### config.mk
export PLATFORM = sky130hd
export DESIGN_NAME = uart_tx_serializer_flat
export DESIGN_NICKNAME = d
export VERILOG_FILES = /design/src/rtl/uart_tx_serializer_if.sv /design/src/rtl/uart_tx_serializer.sv /design/src/flat_wrapper.sv
export SDC_FILE = /design/constraint.sdc
export NUM_CORES = 1
export LEC_CHECK = 0
export CORE_ASPECT_RATIO = 0.7
export CORE_MARGIN = 1.5
export CORE_UTILIZATION = 45
export DETAILED_ROUTE_END_ITERATION = 10
export GPL_ROUTABILITY_DRIVEN = 0
export SYNTH_ARGS = -nofsm -noshare
export SYNTH_HDL_FRONTEND = slang
export SYNTH_SLANG_ARGS = --single-unit
### constraint.sdc
create_clock -name clk -period 2.4 [get_ports clk]
set_input_delay 0.48 -clock clk [delete_from_list [all_inputs] [get_ports clk]]
set_output_delay 0.48 -clock clk [all_outputs]
set_load 0.03 [all_outputs]
### src/rtl/uart_tx_serializer_if.sv
// Byte handshake and serial line between the RAM-dump stage and the UART transmitter.
// The dump stage is the master; the transmitter is the slave.
interface uart_tx_serializer_if;
    logic       TxD_start;
    logic [7:0] TxD_data;
    logic       TxD_busy;
    logic       TxD;

    modport master (
        output TxD_start,
        output TxD_data,
        input  TxD_busy,
        input  TxD
    );

    modport slave (
        input  TxD_start,
        input  TxD_data,
        output TxD_busy,
        output TxD
    );
endinterface

### src/rtl/uart_tx_serializer.sv
// UART frame transmitter: start bit, 8 data bits LSB first, optional parity, 1 or 2 stops.
// TxD and TxD_busy are registered; busy covers exactly one whole frame from the accept edge.
module uart_tx_serializer #(
    parameter int CLKS_PER_BIT = 868,
    parameter int PARITY       = 0,
    parameter int STOP_BITS    = 1
) (
    input  logic                 clk,
    input  logic                 rst_n,
    uart_tx_serializer_if.slave  bus
);

    localparam int BW = (CLKS_PER_BIT > 1) ? $clog2(CLKS_PER_BIT) : 1;
    localparam logic [BW-1:0] BAUD_LOAD = BW'(CLKS_PER_BIT - 1);
    localparam bit PAR_EN  = (PARITY == 1) || (PARITY == 2);
    localparam bit PAR_ODD = (PARITY == 1);
    localparam logic [2:0] STOP_LAST = (STOP_BITS == 2) ? 3'd1 : 3'd0;

    typedef enum logic [2:0] {
        S_IDLE,
        S_START,
        S_DATA,
        S_PARITY,
        S_STOP
    } state_t;

    state_t        state, state_n;
    logic [BW-1:0] baud, baud_n;
    logic [2:0]    bits, bits_n;
    logic [7:0]    shift, shift_n;
    logic          par, par_n;
    logic          txd, txd_n;
    logic          busy, busy_n;

    assign bus.TxD      = txd;
    assign bus.TxD_busy = busy;

    // State and datapath registers; reset abandons any frame and idles the line.
    always_ff @(posedge clk or negedge rst_n) begin
        if (!rst_n) begin
            state <= S_IDLE;
            baud  <= '0;
            bits  <= '0;
            shift <= '0;
            par   <= 1'b0;
            txd   <= 1'b1;
            busy  <= 1'b0;
        end else begin
            state <= state_n;
            baud  <= baud_n;
            bits  <= bits_n;
            shift <= shift_n;
            par   <= par_n;
            txd   <= txd_n;
            busy  <= busy_n;
        end
    end

    // Next-state and next-output logic; every advance happens when the baud count hits zero.
    always_comb begin
        state_n = state;
        baud_n  = baud;
        bits_n  = bits;
        shift_n = shift;
        par_n   = par;
        txd_n   = txd;
        busy_n  = busy;

        if (state != S_IDLE && baud != '0) begin
            baud_n = baud - BW'(1);
        end

        unique case (state)
            S_IDLE: begin
                if (bus.TxD_start) begin
                    state_n = S_START;
                    baud_n  = BAUD_LOAD;
                    bits_n  = '0;
                    shift_n = bus.TxD_data;
                    par_n   = PAR_ODD ? ~^bus.TxD_data : ^bus.TxD_data;
                    txd_n   = 1'b0;
                    busy_n  = 1'b1;
                end
            end
            S_START: begin
                if (baud == '0) begin
                    state_n = S_DATA;
                    baud_n  = BAUD_LOAD;
                    bits_n  = '0;
                    txd_n   = shift[0];
                end
            end
            S_DATA: begin
                if (baud == '0) begin
                    baud_n = BAUD_LOAD;
                    if (bits == 3'd7) begin
                        bits_n = '0;
                        if (PAR_EN) begin
                            state_n = S_PARITY;
                            txd_n   = par;
                        end else begin
                            state_n = S_STOP;
                            txd_n   = 1'b1;
                        end
                    end else begin
                        bits_n  = bits + 3'd1;
                        shift_n = {1'b0, shift[7:1]};
                        txd_n   = shift[1];
                    end
                end
            end
            S_PARITY: begin
                if (baud == '0) begin
                    state_n = S_STOP;
                    baud_n  = BAUD_LOAD;
                    bits_n  = '0;
                    txd_n   = 1'b1;
                end
            end
            S_STOP: begin
                if (baud == '0) begin
                    txd_n = 1'b1;
                    if (bits == STOP_LAST) begin
                        state_n = S_IDLE;
                        busy_n  = 1'b0;
                    end else begin
                        bits_n = bits + 3'd1;
                        baud_n = BAUD_LOAD;
                    end
                end
            end
            default: begin
                state_n = S_IDLE;
                txd_n   = 1'b1;
                busy_n  = 1'b0;
            end
        endcase
    end

endmodule

### src/flat_wrapper.sv
// flat-port wrapper written by rule: the top's interface ports become plain ports
module uart_tx_serializer_flat 
#(
    parameter int CLKS_PER_BIT = 868,
    parameter int PARITY       = 0,
    parameter int STOP_BITS    = 1
)
  (clk, rst_n, bus_TxD_start, bus_TxD_data, bus_TxD_busy, bus_TxD);
  uart_tx_serializer_if bus_i ();
  input  logic clk;
  input  logic rst_n;
  input wire logic [$bits(bus_i.TxD_start)-1:0] bus_TxD_start;
  input wire logic [$bits(bus_i.TxD_data)-1:0] bus_TxD_data;
  output wire logic [$bits(bus_i.TxD_busy)-1:0] bus_TxD_busy;
  output wire logic [$bits(bus_i.TxD)-1:0] bus_TxD;
  assign bus_i.TxD_start = bus_TxD_start;
  assign bus_i.TxD_data = bus_TxD_data;
  assign bus_TxD_busy = bus_i.TxD_busy;
  assign bus_TxD = bus_i.TxD;
  uart_tx_serializer #(.CLKS_PER_BIT(CLKS_PER_BIT), .PARITY(PARITY), .STOP_BITS(STOP_BITS)) u_core (.clk(clk), .rst_n(rst_n), .bus(bus_i));
endmodule
==> impl_summary.md, run 1 <==
Outcome
The flow ran to the end, and the final reports show no timing, DRC or antenna violations.

Logic synthesis
After technology mapping, the gate count stands at about 150. The most used flip-flop cell after synthesis is dfrtp_1. For this run, the number of Yosys warnings is 0. Of the total synthesized cell area, the portion taken by full adders, half adders and majority gates is 0.0344.

The main combinational cell family by area after synthesis is simple AND/OR/NAND/NOR gates. The share of synthesized flip-flops with an asynchronous set or reset is 1.00. After synthesis the netlist holds a flip-flop and latch count of 26. Of the total synthesized cell area, the portion taken by AND, OR, NAND and NOR gates is 0.221. The xor and xnor fraction of the mapped netlist area is 0.00601. After synthesis, the share of cell area in mux cells is 0.0799.

The number of flops mapped to enable cells by yosys is 0. The synthesized netlist occupies a cell area of 0.00146 mm2. Averaged over all synthesized cells, the footprint is about 10 um2. Yosys mapped the design onto 44 distinct sky130hd cell types. The share of the Yosys chip area taken by registers is 0.448.

The synthesized net count is 160. The share of the synthesized area in the top cell type is 0.430. The share of the synthesized area in compound gates (AO/OA/AOI/OAI) was 0.183. Ranked by total cell area, the synthesized netlist is headed by dfrtp_1 43%, mux2i_1 6.2%, o21ai_0 4.5%.

The library cell occupying the most area in the post-synthesis netlist is dfrtp_1.

Route
The total number of vias is 1132. In this run, the number of DRC markers left after iteration 0 of detailed routing was 34. The DRC violation count after routing is 0. Dividing the detail-routed via count by the number of cells gives about 5.8.

For this run, the detailed router's first-pass iteration total came to 4. In the final routed layout, each cell accounts on average for about 15 um. The final layout contains routed wiring with a total length of between 3000 and 4000 um. In this run the remaining antenna-violating nets after routing total 0.

Timing
The transition time at the pin with the least slew margin is 1040 ps. Across the routed clock network, the largest skew measured is 2.14 ps. The number of pins with negative max-slew slack in the final report is 0. The post-layout worst setup margin is 118 ps.

Setup violations remaining at the end of the flow were counted as 0. Based on the critical path, the design can be clocked at up to around 440 MHz. The setup TNS is 0 ps.

Setup repair after global routing left no endpoint under its margin. The shortest period the worst path allows is 2280 ps. The final hold violation count is 0. In the finished design, the share of the clock period the worst path needs comes to 0.951. The normalized max-slew margin is 0.295.

GRT
The wire length of the first global-routing pass is about 5400 um. The initial antenna violation count is 0. The total track usage is 0.191. Entering global routing, the biggest net connects 27 pins. The number of global-route vias before repair came to ~1100. The total global routing overflow is 0.

Die
The floorplan step set the die width to roughly 71 um. The die covers 0.00359 mm2. The standard cell core area is ~0.0031 mm2.

The die is ~51 um tall. 13 I/O pins were placed. The row count is 17. For this configuration, the core starts out at a cell density of 0.466.

Placement
The area of placed instances is 0.00162 mm2. Detailed placement finished with a half-perimeter wire length of between 2000 and 2500 um. At the placement stage, the worst setup path has a slack of about 140 ps.

The port buffer count is 12.

Min path
The path class of the tightest hold or removal check is flop to flop.

Critical path
The most critical setup path has its endpoint at u_core.bits[2]. The slowest cell on the critical path is o32ai_4. The cell depth of the worst flop-to-flop path is 6.

The reg-to-reg critical path startpoint is u_core.baud[0]. The delay of the slowest critical-path stage is about 530 ps. The critical path goes through inv_1 -> ha_1 -> nor3b_4 -> nand3_4 -> o32ai_4 -> mux2_4. The worst setup path is launched from a flop. In this run the critical register-to-register path is captured at u_core.bits[2]. Of all nets on the critical path, the largest fanout is 9.

The element type at the critical path end is a flop. The critical path startpoint is u_core.baud[0]. The worst endpoint data arrival time is roughly 2500 ps.

The required arrival time at the worst endpoint is around 2600 ps. The critical path in this run is classified as flop to flop. The reg2reg setup slack is about 120 ps.

CTS
The number of gates resized after CTS was 0. The depth of the CTS H-tree is 1. The buffer depth of the longest clock path is 2. The later pin in the worst-skew pair is clocked with a latency of between 200 and 300 ps. The number of clock buffers inserted by TritonCTS is 3. The setup fix buffers added after clock tree synthesis is 0. For this design, the sink count on the clock tree is 26.

Clock-pin slew was measured on the worst setup and hold paths at 90 ps. The clock root buffer is clkbuf_8. TritonCTS built the clock tree.

The post-cts hold buffer count is 0.

Finish
The layout filler cell count is about 290. In the layout the commonest cells are 25 x dfrtp_1, 17 x nand2_1, 13 x o21ai_0. The multi-input combinational cells in the finished layout cover a total of around 760 um2.

The count of inserted antenna diode cells is 0. The most frequent standard cell in the layout excluding fill and tap cells is dfrtp_1. Summing all non-filler instances in the final layout gives an area of 0.00168 mm2. The share of final-layout standard cells stronger than drive strength 1 is 0.127. The area growth from synthesis to layout is 15.3%. After the last flow step, the layout net total stands at 174. The area taken by flip-flops and latches is ~650 um2.

The utilization after layout is 0.537.

Job
The max capacitance violation total is 0.

Power and ir drop
In this run the power density over the cells is between 700 and 800 mW/mm2. For this design the static power due to leakage is 0.000699 uW. The worst-case vdd ir drop is around 0.54 mV. The total power of the final layout is approximately 1300 uW.
power by group:
group | switching (uW) | internal (uW) | total, uW
Combinational | 183 | 169 | 352
Sequential | 120 | 553 | 672
Clock | 138 | 147 | 285
Total | 441 | 868 | 1310
cell families after synthesis:
logic type / after synthesis
and+or+nand+nor: 53
AOI/OAI and AO/OA: 39
DFF: 26
buffers and inverters: 11
muxes: 11
adders and majority gates: 4
xor gates and xnor gates: 1
per-layer routing:
layer	global-route usage	share of wire
met1	0.276	0.50
met2	0.288	0.45
met3	0.0502	0.044
met4	0.0377	0.0043
met5	0	0
state kept, by name, summed over array words and instances, names as in the netlist:
name and cells:
u_core.state 3, u_core.shift 8, u_core.bits 3, u_core.baud 10
u_core.bus.TxD_busy 1, u_core.bus.TxD 1
worst max-delay path, delay by kind of cell (launching register included):
kind	cells	cell delay (ps)
compound gates	1	530
fa+ha+maj	1	170
buf+inv	1	90
flops	1	420
mux	1	340
simple gates	2	610
metrics by stage:
stage               instances  hold WS (ps)
floorplan                 145           184
global placement          192           456
detailed placement        192           460
CTS                       196           480
global route              196           506
finish                    196           472
Yosys cell counts (2+ instances only):
cell and instances:
or3b_2 2, nand2_1 17, o31ai_1 2, nor4b_1 2, o21ai_0 13, or2_2 2, mux2i_1 9, or4_1 2
dfrtp_1 25, nand2b_1 4, nor2_1 8, clkbuf_1 5, nand3_1 2, a41oi_1 2, ha_1 4, or3_1 2
o211ai_1 3, a31oi_1 2, inv_1 5, nor3_1 2, a21oi_1 9
layout make-up:
type                    count  area share
clock buffers               4      0.0328
repair buffers             15      0.0849
well taps                  38      0.0283
inverters                   5      0.0112
flip-flops and latches     26       0.388
multi-input cells         108       0.455
worst min-delay path by stage:
stage	from	endpoint	slack (ps)	depth (start not counted)
floorplan	rst_n	u_core.baud[0]	180	0
global placement	u_core.shift[7]	u_core.shift[7]	460	2
detailed placement	u_core.shift[7]	u_core.shift[7]	460	2
CTS	u_core.shift[7]	u_core.shift[7]	480	2
global route	u_core.shift[2]	u_core.shift[2]	510	2
finish	u_core.shift[7]	u_core.shift[7]	470	2
Power figures use the tool's default switching activity.
==> run 2, diff against run 1 <==
HOLD_SLACK_MARGIN = 0.06   (was default)
==> results of run 2 <==
Same layout as run 1: the final DEF is identical, and so are final timing and power.
==> run 3, diff against run 2 <==
GPL_ROUTABILITY_DRIVEN = 1   (was 0)
==> results of run 3 <==
Same layout as run 1: the final DEF is identical, and so are final timing and power.
